===== config.mk =====
export PLATFORM = sky130hd
export DESIGN_NAME = i2c_slave_regmap_ctrl
export DESIGN_NICKNAME = d
export VERILOG_FILES = /design/src/rtl/i2c_slave_regmap_ctrl.sv
export SDC_FILE = /design/constraint.sdc
export NUM_CORES = 1
export LEC_CHECK = 0
export BUFFER_PORTS_ARGS = -buffer_cell sky130_fd_sc_hd__buf_4
export CORE_ASPECT_RATIO = 1.1
export CORE_MARGIN = 5
export CORE_UTILIZATION = 48
export CTS_CLUSTER_DIAMETER = 60
export CTS_CLUSTER_SIZE = 40
export DETAILED_ROUTE_END_ITERATION = 8
export PLACE_DENSITY = 0.77
export SETUP_SLACK_MARGIN = 0.2
export SYNTH_ARGS = -nofsm -noshare
export SYNTH_HDL_FRONTEND = slang
export SYNTH_SLANG_ARGS = --single-unit

===== constraint.sdc =====
create_clock -name clk -period 2.1 [get_ports clk]
set_input_delay 0.42 -clock clk [delete_from_list [all_inputs] [get_ports clk]]
set_output_delay 0.42 -clock clk [all_outputs]
set_load 0.1 [all_outputs]

===== src/rtl/i2c_slave_regmap_ctrl.sv =====
// ---------------------------------------------------------------------------
// i2c_slave_regmap_ctrl
//
// Bridges the byte streams of an I2C slave core to a simple register file.
// The first byte written in a transaction loads the register pointer. Any
// further written bytes are stored to consecutive registers. A read request
// from the slave core fetches the register at the pointer and presents it on
// the read stream. The pointer advances after each register access and keeps
// its value between transactions. This lets a write of the pointer, followed
// by a repeated-start read, return data starting at that pointer.
//
// Optional feature macro: I2C_REGMAP_PTR_WRAP_EN
//   defined   : the pointer wraps from 2^ADDR_WIDTH-1 back to 0
//   undefined : the pointer saturates at 2^ADDR_WIDTH-1
//
// Parameters:
//   ADDR_WIDTH        register index width (1..8)
//
// Ports:
//   clk               sole clock, rising edge
//   rst_n             asynchronous active-low reset
//   s_axis_wr_tdata   written byte from the slave core
//   s_axis_wr_tvalid  written byte valid
//   s_axis_wr_tlast   last written byte of the transaction
//   s_axis_wr_tready  written byte accepted (IDLE/WDATA only)
//   m_axis_rd_tdata   read byte to the slave core
//   m_axis_rd_tvalid  read byte valid
//   m_axis_rd_tready  read request/accept from the slave core
//   bus_addressed     slave core addressed status
//   reg_wr_en         single-cycle register write strobe
//   reg_wr_addr       register write index
//   reg_wr_data       register write data
//   reg_rd_en         single-cycle register read strobe
//   reg_rd_addr       register read index
//   reg_rd_data       register read data, valid one cycle after reg_rd_en
//   ptr               current register pointer
// ---------------------------------------------------------------------------
module i2c_slave_regmap_ctrl #(
    parameter int unsigned ADDR_WIDTH = 4
) (
    input  logic                  clk,
    input  logic                  rst_n,
    input  logic [7:0]            s_axis_wr_tdata,
    input  logic                  s_axis_wr_tvalid,
    input  logic                  s_axis_wr_tlast,
    output logic                  s_axis_wr_tready,
    output logic [7:0]            m_axis_rd_tdata,
    output logic                  m_axis_rd_tvalid,
    input  logic                  m_axis_rd_tready,
    input  logic                  bus_addressed,
    output logic                  reg_wr_en,
    output logic [ADDR_WIDTH-1:0] reg_wr_addr,
    output logic [7:0]            reg_wr_data,
    output logic                  reg_rd_en,
    output logic [ADDR_WIDTH-1:0] reg_rd_addr,
    input  logic [7:0]            reg_rd_data,
    output logic [ADDR_WIDTH-1:0] ptr
);

    typedef enum logic [2:0] {
        IDLE,
        WDATA,
        RD_ISSUE,
        RD_CAPTURE,
        RD_PRESENT
    } state_t;

    state_t                state, state_nxt;
    logic                  ready_en;
    logic                  bus_addr_q;
    logic                  addr_drop;
    logic                  wr_acc;

    logic [ADDR_WIDTH-1:0] ptr_nxt;
    logic                  wr_en_nxt;
    logic [ADDR_WIDTH-1:0] wr_addr_nxt;
    logic [7:0]            wr_data_nxt;
    logic                  rd_en_nxt;
    logic [ADDR_WIDTH-1:0] rd_addr_nxt;
    logic [7:0]            rd_tdata_nxt;
    logic                  rd_tvalid_nxt;

    // Bits of the pointer byte above ADDR_WIDTH are ignored by design.
    logic                  unused_tdata_bits;
    assign unused_tdata_bits = ^s_axis_wr_tdata;

    function automatic logic [ADDR_WIDTH-1:0] ptr_inc(input logic [ADDR_WIDTH-1:0] p);
`ifdef I2C_REGMAP_PTR_WRAP_EN
        return p + 1'b1;
`else
        return (p == '1) ? p : p + 1'b1;
`endif
    endfunction

    // ready_en holds tready low until the first clock after reset release.
    assign s_axis_wr_tready = ready_en && ((state == IDLE) || (state == WDATA));
    assign wr_acc           = s_axis_wr_tvalid && s_axis_wr_tready;
    // Falling edge of bus_addressed ends the transaction in any state.
    assign addr_drop        = bus_addr_q && !bus_addressed;

    always_ff @(posedge clk or negedge rst_n) begin
        if (!rst_n) begin
            state            <= IDLE;
            ready_en         <= 1'b0;
            bus_addr_q       <= 1'b0;
            ptr              <= '0;
            reg_wr_en        <= 1'b0;
            reg_wr_addr      <= '0;
            reg_wr_data      <= '0;
            reg_rd_en        <= 1'b0;
            reg_rd_addr      <= '0;
            m_axis_rd_tdata  <= '0;
            m_axis_rd_tvalid <= 1'b0;
        end else begin
            state            <= state_nxt;
            ready_en         <= 1'b1;
            bus_addr_q       <= bus_addressed;
            ptr              <= ptr_nxt;
            reg_wr_en        <= wr_en_nxt;
            reg_wr_addr      <= wr_addr_nxt;
            reg_wr_data      <= wr_data_nxt;
            reg_rd_en        <= rd_en_nxt;
            reg_rd_addr      <= rd_addr_nxt;
            m_axis_rd_tdata  <= rd_tdata_nxt;
            m_axis_rd_tvalid <= rd_tvalid_nxt;
        end
    end

    always_comb begin
        state_nxt     = state;
        ptr_nxt       = ptr;
        wr_en_nxt     = 1'b0;
        wr_addr_nxt   = reg_wr_addr;
        wr_data_nxt   = reg_wr_data;
        rd_en_nxt     = 1'b0;
        rd_addr_nxt   = reg_rd_addr;
        rd_tdata_nxt  = m_axis_rd_tdata;
        rd_tvalid_nxt = m_axis_rd_tvalid;

        if (addr_drop) begin
            state_nxt     = IDLE;
            rd_tvalid_nxt = 1'b0;
        end else begin
            case (state)
                IDLE, WDATA: begin
                    if (wr_acc) begin
                        if (state == IDLE) begin
                            ptr_nxt = s_axis_wr_tdata[ADDR_WIDTH-1:0];
                        end else begin
                            wr_en_nxt   = 1'b1;
                            wr_addr_nxt = ptr;
                            wr_data_nxt = s_axis_wr_tdata;
                            ptr_nxt     = ptr_inc(ptr);
                        end
                        state_nxt = s_axis_wr_tlast ? IDLE : WDATA;
                    end else if (m_axis_rd_tready) begin
                        // The read strobe is registered, so it is high for
                        // the whole RD_ISSUE cycle.
                        state_nxt   = RD_ISSUE;
                        rd_en_nxt   = 1'b1;
                        rd_addr_nxt = ptr;
                    end
                end
                RD_ISSUE: begin
                    state_nxt = RD_CAPTURE;
                end
                RD_CAPTURE: begin
                    rd_tdata_nxt  = reg_rd_data;
                    rd_tvalid_nxt = 1'b1;
                    state_nxt     = RD_PRESENT;
                end
                RD_PRESENT: begin
                    if (m_axis_rd_tready) begin
                        rd_tvalid_nxt = 1'b0;
                        ptr_nxt       = ptr_inc(ptr);
                        state_nxt     = IDLE;
                    end
                end
                default: begin
                    state_nxt = IDLE;
                end
            endcase
        end
    end

endmodule


==> impl_metrics.toml, run 1 <==
[hold_path]
hp-class = "input pin to asynchronous set/reset pin"

[setup_path]
crit_chain = "nor3b_4, buf_4"
worst-setup-path-type = "flip-flop to primary output"
cp_top_family = "flip-flops"
rrSetupSlack_ns = 0.34
cp_num_cells = 2
reg2reg_from = "state[2]"
worstPathMaxFanout = 13
critPathBufInv = 1
cp-start-kind = "flip-flop"
end_kind = "primary output"
critPathSlowestCell = "dfrtp_2"
r2r_cells = 4
cp_data_arrival_time_ns = 1.37
max_stage_delay_ns = 0.53
worstPathRequired_ns = 1.68
r2r_end = "reg_wr_data[5]"

[route]
drt_iter0_markers = 59
ant_nets = 0
wl_mm = 3.48
num_vias = 1161
viasPerCell = 5.56
wl_per_cell_um = 16.7
dr.pass1.iters = 4
drc = 0

[yosys]
ys_ff_latch = 36
syn_inst = 117
synth_area_sq_um = 1530
yosysSeqAreaShare_pct = 58.9
synth_nets = 140
ys_types = 28
avgSynthCellArea_sq_um = 13.1
ys_warn_count = 0

[timing]
finalWorstSetupSlack_ns = 0.309
skew_ns = 0.00826
period_minus_slack_ns = 1.79
setup_viol = 0
worstMarginPinSlew_ns = 0.493
fmax_mhz = 558
fin_tns_setup_ns = 0
rsz0062_at_grt = "no"
hold_violations = 0
slew-limit-headroom_pct = 66.9
post-route-period-util_pct = 85.3
slew_viol_final = 0

[global_routing]
antenna_found_initial = 0
grt_first_pass_wirelength_mm = 5.93
grt_max_degree = 37
track_usage_pct = 16.9
grt-ovfl-total = 0
grt_pass1_vias = 1217

[status]
status = "complete, no violations"

[cts]
cts_tree = "done"
numCtsBuffers = 5
numClockSinks = 36
worstSkewPairLatency_ns = 0.33
htreeDepth = 2
cts_resized = 0
hold_buffers = 0
cts_setup_buffers = 0
clockBufferDepth = 2
clkTransAtPathRegs_ns = 0.10
root_buffer = "clkbuf_4"

[run]
maxCapViolCount = 0

[placed_design]
dp_slack_ns = 0.264
portBuffers = 53
dp.cells = 201
dpl.hpwl_mm = 2.60
gp_congestion = 0.879

[floorplanning]
die-area_sq_um = 4420
chipHeight_um = 69.2
initial_core_util_pct = 50.2
boundaryPins = 54
die_w_um = 63.8
core_sq_um = 3050
num_rows = 21

[final_layout]
layout-drive-gt1-share_pct = 53.7
fin_util_pct = 66.5
area_delta_synth_final_pct = 32.4
fin_cells = 209
nets = 197
num_antenna_cells = 0
==> flip-flops by register name, indices dropped and copies added (netlist names), 3 cells and up <==
register,cells
reg_wr_data,8
reg_rd_addr,4
state,3
reg_wr_addr,4
ptr,4
m_axis_rd_tdata,8
==> metal layers <==
| metal | wire length [um] | part of all wire (%) | up-vias | global-route usage [%] |
|---|---|---|---|---|
| met1 | 1320 | 38 | 582 | 21.1 |
| met3 | 263 | 7.5 | 7 | 6.81 |
| met5 | 0 | 0 | - | 0 |
| met2 | 1830 | 52 | 38 | 26.6 |
| met4 | 70 | 2.0 | 0 | 5.54 |
| li1 | - | - | 534 | - |
==> Yosys cell counts <==
| cell | count | area (sq um) |
|---|---|---|
| nor4_1 | 1 | 6.26 |
| nand3b_1 | 3 | 22.5 |
| o22ai_1 | 1 | 6.26 |
| nand3_1 | 4 | 20.0 |
| nand2_1 | 8 | 30.0 |
| dfrtp_1 | 36 | 901 |
| nor3_1 | 3 | 15.0 |
| inv_1 | 2 | 7.51 |
| nor2_2 | 1 | 6.26 |
| nor2_1 | 2 | 7.51 |
| a211oi_2 | 1 | 12.5 |
| ha_1 | 1 | 12.5 |
| a22o_1 | 2 | 17.5 |
| nor3b_1 | 2 | 15.0 |
| o21ai_0 | 3 | 15.0 |
| mux2_2 | 24 | 270 |
| nand2b_1 | 2 | 12.5 |
| a21oi_1 | 7 | 35.0 |
| conb_1 | 1 | 3.75 |
| a31oi_1 | 1 | 6.26 |
| buf_2 | 2 | 10.0 |
| clkbuf_1 | 1 | 3.75 |
| or2_1 | 1 | 6.26 |
| or3_1 | 3 | 18.8 |
| nor2b_4 | 1 | 13.8 |
| a311oi_1 | 1 | 8.76 |
| nor4b_4 | 1 | 23.8 |
| buf_6 | 2 | 22.5 |
==> through the flow <==
| step | instance area (sq um) | hold slack, ns |
|---|---|---|
| 2_1_floorplan | 1540 | 0.124 |
| 3_3_place_gp | 1960 | 0.390 |
| 3_5_place_dp | 1960 | 0.396 |
| 4_1_cts | 2020 | 0.0293 |
| 5_1_grt | 2030 | 0.0394 |
| 6_report | 2030 | 0.0282 |
==> placed cells by master, fill, tap and decap left out, drive strengths merged <==
master and count:
or2 1, nor3 3, dfrtp 36, inv 2, o21ai 3, a22o 2, buf 55, nor3b 2
a31oi 1, conb 1, nand3 4, clkbuf 8, ha 1, o22ai 1, nand2b 2, a211oi 1
nor2 3, a21oi 7, nand2 8, nor2b 1, or3 3, nand3b 3, nor4 1, a311oi 1
nor4b 1, mux2 24
==> worst max path at each step <==
stage / from / endpoint / slack [ns]
global route: state[1] / s_axis_wr_tready / 0.22
global placement: bus_addressed / reg_wr_data[4] / 0.32
finish: state[1] / s_axis_wr_tready / 0.31
CTS: state[1] / s_axis_wr_tready / 0.22
detailed placement: bus_addressed / reg_wr_data[5] / 0.26
floorplan: state[1] / s_axis_wr_tready / 0.23
==> cell type report <==
class / count / area, sq um
Clock buffer: 8 / 58.8
Fill cell: 252 / 1020
Inverter: 2 / 7.51
Multi-Input combinational cell: 74 / 599
Sequential cell: 36 / 905
Tap cell: 34 / 42.5
Timing Repair Buffer: 55 / 413
==> cell families (layout without fill, tap and decap cells) <==
logic type	after synthesis	after routing	synth area share, %
compound gates	16	16	6.62
fa+ha+maj	1	1	0.818
buf+inv	7	65	2.86
flops	36	36	58.9
mux	24	24	17.7
other cells	1	1	0.245
simple gates	32	32	12.9
==> worst register-to-register path, stage by stage, from the launching register on <==
cell and delay (ns):
dfrtp_1 0.49, or2_4 0.33, nor4b_4 0.23, buf_4 0.25, mux2_2 0.36
Power of run 1 is not shown: default switching activity piles up to over one toggle a cycle in this logic, so the estimate is an artifact.
==> inputs of run 2 (changes only) <==
--- a/config.mk
+++ b/config.mk
@@ -5,14 +5,15 @@
 export SDC_FILE = /design/constraint.sdc
 export NUM_CORES = 1
 export LEC_CHECK = 0
+export ABC_AREA = 1
 export BUFFER_PORTS_ARGS = -buffer_cell sky130_fd_sc_hd__buf_4
 export CORE_ASPECT_RATIO = 1.1
 export CORE_MARGIN = 5
-export CORE_UTILIZATION = 48
+export CORE_UTILIZATION = 49
 export CTS_CLUSTER_DIAMETER = 60
 export CTS_CLUSTER_SIZE = 40
 export DETAILED_ROUTE_END_ITERATION = 8
-export PLACE_DENSITY = 0.77
+export PLACE_DENSITY = 0.78
 export SETUP_SLACK_MARGIN = 0.2
 export SYNTH_ARGS = -nofsm -noshare
 export SYNTH_HDL_FRONTEND = slang
==> run 2 against run 1 <==
Net effect:
- via count increased by 18%
- setup slack improved by 0.012 ns
- cell area increased by 4.4%
- clock skew decreased by 0.0040 ns
==> impl_metrics.toml, run 2 <==
[timing]
skew_ns = 0.00426
hold_violations = 0
fin_tns_setup_ns = 0
period_minus_slack_ns = 1.78
rsz0062_at_grt = "no"
setup_viol = 0
finalWorstSetupSlack_ns = 0.321
post-route-period-util_pct = 84.7
slew_viol_final = 0
fmax_mhz = 562

[global_routing]
antenna_found_initial = 0
grt_max_degree = 37
grt_first_pass_wirelength_mm = 6.00
track_usage_pct = 16.8
grt-ovfl-total = 0
grt_pass1_vias = 1325

[cts]
clkTransAtPathRegs_ns = 0.10
htreeDepth = 2
cts_tree = "done"
cts_resized = 0
numClockSinks = 36
root_buffer = "clkbuf_4"
numCtsBuffers = 5
clockBufferDepth = 2
worstSkewPairLatency_ns = 0.33
hold_buffers = 0
cts_setup_buffers = 0

[placed_design]
gp_congestion = 0.793
portBuffers = 53
dp_slack_ns = 0.568
dpl.hpwl_mm = 2.66

[yosys]
syn_inst = 191
synth_edf_count = 0
synth.area.top_cells = "dfrtp_1 55%, nand2_1 15%, o21ai_0 7.0%"
yosysMostFrequentCell = "nand2_1"
yosysSeqAreaShare_pct = 54.8
synth-main-ff-cell = "dfrtp_1"
ys_types = 23
ys_ff_latch = 36
ys_warn_count = 0
synth_area_sq_um = 1650
synth-async-reset-ratio_pct = 100
synth_nets = 214
synth_top_cell_by_area = "dfrtp_1"
synth_common_cells = "66 x nand2_1, 36 x dfrtp_1, 23 x o21ai_0"
synth_top_area_share_pct = 54.8
avgSynthCellArea_sq_um = 8.61

[setup_path]
worstPathRequired_ns = 1.68
worst-setup-path-type = "flip-flop to primary output"
cp_data_arrival_time_ns = 1.36
crit_chain = "inv_1, nand2_1, nor2_2, buf_4"
max_stage_delay_ns = 0.43
critPathSlowestCell = "dfrtp_1"
cp-start-kind = "flip-flop"
end_kind = "primary output"
worstPathMaxFanout = 4

[route]
dr.pass1.iters = 4
ant_nets = 0
drt_iter0_markers = 74
wl_mm = 3.55
num_vias = 1375
drc = 0
wl_per_cell_um = 12.5
viasPerCell = 4.86

[final_layout]
final_cell_mix = "66 x nand2_1, 53 x buf_4, 36 x dfrtp_1, 23 x o21ai_0, 20 x inv_1"
layout-drive-gt1-share_pct = 29.1
reg.largest.list = "m_axis_rd_tdata x8, reg_wr_data x8"
fill_cells = 313
area_delta_synth_final_pct = 28.6
regArea_sq_um = 901
num_antenna_cells = 0
mostFrequentLayoutCell = "nand2_1"
multi_input_area_sq_um = 634
nets = 269

[floorplanning]
num_rows = 22
die-area_sq_um = 4620
core_sq_um = 3280
die_w_um = 65.3
initial_core_util_pct = 50.2
boundaryPins = 54
chipHeight_um = 70.8

[run]
maxCapViolCount = 0

[status]
status = "complete, no violations"

[hold_path]
hp-class = "input pin to asynchronous set/reset pin"
-- run 2: cell count changes after synthesis, sizes merged, moves of 3 or more --
cell,delta
nor3,-3
nor2,+9
inv,+19
or3,-3
o21ai,+22
mux2,-24
nand3b,-3
nand3,+4
nand4,+3
nand2,+63
-- run 2: layer usage --
layer / global-route usage [%] / part of all wire (%) / vias up
met3: 6.83 / 8.1 / 5
met1: 19.4 / 42 / 615
met2: 27.9 / 48 / 48
met5: 0 / 0 / -
li1: - / - / 707
met4: 5.99 / 1.5 / 0
-- run 2: stage by stage --
stage          utilization, %  instances  hold slack [ns]  area, sq um
2_1_floorplan               -        191            0.124         1650
3_3_place_gp             62.8        275            0.399         2060
3_5_place_dp             62.8        275            0.398         2060
4_1_cts                  64.6        283           0.0259         2120
5_1_grt                  64.6        283           0.0384         2120
6_report                 64.6        283           0.0224         2120
-- run 2: layout make-up --
type	instances	area share (%)
inverter	21	3.73
timing repair buffer	53	18.8
multi-input combinational	129	30.0
clock buffer	8	2.78
sequential	36	42.6
tap	36	2.13
-- run 2: worst paths after layout --
kind / startpoint / to / slack (ns) / depth (start not counted)
setup / recovery: state[2] / s_axis_wr_tready / 0.32 / 4
hold / removal: rst_n / reg_wr_data[4] / 0.02 / 1
setup reg to reg: ptr[0] / ptr[2] / 0.64 / 6
hold reg to reg: m_axis_rd_tdata[5] / m_axis_rd_tdata[5] / 0.49 / 2
max in group asynchronous: rst_n / reg_rd_addr[2] / 1.77 / 1
min in group clk: bus_addressed / bus_addr_q / 0.20 / 1
-- run 2: cell families (layout without fill, tap and decap cells) --
family	after synthesis	count (layout)	synth area share, %
AO/OA/AOI/OAI	32	32	9.81
adder cells (fa/ha/maj)	1	1	0.760
buffers and inverters	26	82	6.84
flip-flops	36	36	54.8
other	1	1	0.228
AND/OR/NAND/NOR	95	95	27.6
-- run 2: critical path: cells and delay by family, from the launching register on --
family | cells | cell delay (ns)
buffers and inverters | 2 | 0.44
DFF | 1 | 0.43
and+or+nand+nor | 2 | 0.17
Power of run 2 is left out for the same reason.
==> inputs of run 3 (changes only) <==
--- a/config.mk
+++ b/config.mk
@@ -5,15 +5,15 @@
 export SDC_FILE = /design/constraint.sdc
 export NUM_CORES = 1
 export LEC_CHECK = 0
-export ABC_AREA = 1
+export ABC_AREA = 0
 export BUFFER_PORTS_ARGS = -buffer_cell sky130_fd_sc_hd__buf_4
 export CORE_ASPECT_RATIO = 1.1
 export CORE_MARGIN = 5
-export CORE_UTILIZATION = 49
+export CORE_UTILIZATION = 44
 export CTS_CLUSTER_DIAMETER = 60
 export CTS_CLUSTER_SIZE = 40
 export DETAILED_ROUTE_END_ITERATION = 8
-export PLACE_DENSITY = 0.78
+export PLACE_DENSITY = 0.75
 export SETUP_SLACK_MARGIN = 0.2
 export SYNTH_ARGS = -nofsm -noshare
 export SYNTH_HDL_FRONTEND = slang
==> constraint.sdc (replaced) <==
create_clock -name clk -period 1.4 [get_ports clk]
set_input_delay 0.28 -clock clk [delete_from_list [all_inputs] [get_ports clk]]
set_output_delay 0.28 -clock clk [all_outputs]
set_load 0.1 [all_outputs]
==> run 3 against run 2 <==
Net effect:
- the run now ends with negative setup slack left
- critical path depth rose by 1
- flip-flop and latch count is the same
- cell area grew 39%
- clock skew grew 0.0096 ns
==> impl_metrics.toml, run 3 (synthesized netlist as in run 1, its figures left out) <==
[status]
status = "finished, violations left"
violations = "negative setup slack"

[floorplanning]
num_rows = 22
die-area_sq_um = 4760
die_w_um = 66.2
boundaryPins = 54
initial_core_util_pct = 45.6
chipHeight_um = 71.9
core_sq_um = 3360

[cts]
root_buffer = "clkbuf_4"
clockBufferDepth = 2
worstSkewPairLatency_ns = 0.35
htreeDepth = 2
numCtsBuffers = 5
numClockSinks = 36
clkTransAtPathRegs_ns = 0.12
cts_tree = "done"

[route]
num_vias = 1343
dr.pass1.iters = 4
wl_per_cell_um = 19.5
wl_mm = 5.02
drc = 0
ant_nets = 0
viasPerCell = 5.23
drt_iter0_markers = 91

[run]
maxCapViolCount = 0

[final_layout]
area_delta_synth_final_pct = 92.2
fin_cells = 257
mostFrequentLayoutCell = "buf_4"
nets = 231
num_antenna_cells = 0
reg.largest.list = "m_axis_rd_tdata x8, reg_wr_data x8"
fin_area_sq_um = 2940
final_cell_mix = "44 x buf_4, 33 x buf_12, 29 x dfrtp_1, 14 x mux2_4"
layout-drive-gt1-share_pct = 70.3

[setup_path]
cp_data_arrival_time_ns = 1.96
end_kind = "flip-flop"
critPathBufInv = 1
max_stage_delay_ns = 0.41
cp_top_family = "simple AND/OR/NAND/NOR gates"
worst-setup-path-type = "flip-flop to flip-flop"
worstPathMaxFanout = 13
cp-start-kind = "flip-flop"
crit_chain = "nor2b_4, or2_4, nor4b_4, buf_12, mux2_2"
worstPathRequired_ns = 1.63
critPathSlowestCell = "dfrtp_1"

[hold_path]
hp-class = "input pin to flip-flop"

[timing]
period_minus_slack_ns = 1.73
post-route-period-util_pct = 124
fmax_mhz = 578
hold_violations = 0
skew_ns = 0.0138
finalWorstSetupSlack_ns = -0.331
setup_viol = 29
slew_viol_final = 0
fin_tns_setup_ns = -6.81
rsz0062_at_grt = "yes"

[placed_design]
portBuffers = 53
post_dp_cell_area_sq_um = 2100
dp.cells = 225
dpl.hpwl_mm = 2.61
gp_congestion = 0.758

[global_routing]
antenna_found_initial = 0
track_usage_pct = 20.4
grt_max_degree = 37
grt-ovfl-total = 0
grt_pass1_vias = 1424
grt_first_pass_wirelength_mm = 7.35
run 3: layout make-up:
class | instances | area (sq um)
inverter | 2 | 7.51
clock inverter | 2 | 35.0
timing repair buffer | 89 | 1130
fill | 161 | 417
sequential | 36 | 915
multi-input combinational | 74 | 754
tap | 48 | 60.1
clock buffer | 6 | 41.3
run 3: routing by layer:
metal / vias to the layer above / part of all wire, % / track usage (%)
li1: 593 / - / -
met1: 662 / 38 / 23.8
met2: 71 / 53 / 35.5
met3: 17 / 6.3 / 5.49
met4: 0 / 2.9 / 7.22
met5: - / 0 / 0
run 3: metrics by stage:
| stage | hold WS, ns | util, % | setup slack, ns |
|---|---|---|---|
| after CTS | 0.0675 | 83.2 | -0.240 |
| after global routing | 0.0559 | 87.6 | -0.395 |
| after floorplan | -0.0156 | - | -0.339 |
| after global placement | 0.251 | 62.4 | -0.192 |
| after detailed placement | 0.255 | 62.4 | -0.236 |
| final | 0.0780 | 87.6 | -0.331 |
run 3: final timing paths:
path | start | end | slack [ns] | cells after the start
worst max-delay path | bus_addr_q | reg_wr_data[3] | -0.33 | 5
worst min-delay path | bus_addressed | bus_addr_q | 0.08 | 1
worst max register to register | bus_addr_q | reg_wr_data[3] | -0.33 | 5
worst min register to register | m_axis_rd_tdata[1] | m_axis_rd_tdata[1] | 0.59 | 1
max in group asynchronous | rst_n | ptr[0] | 0.63 | 2
min in group asynchronous | rst_n | m_axis_rd_tdata[3] | 0.41 | 2
run 3: repair_timing:
action / in CTS / in global routing
hold buffers: 1 / 0
buffers inserted: 13 / 10
endpoints found under the hold margin: 36 / 0
pin swaps: 7 / 6
setup endpoints to repair: 65 / 66
gates resized for setup: 126 / 17
Power of run 3 is left out for the same reason.
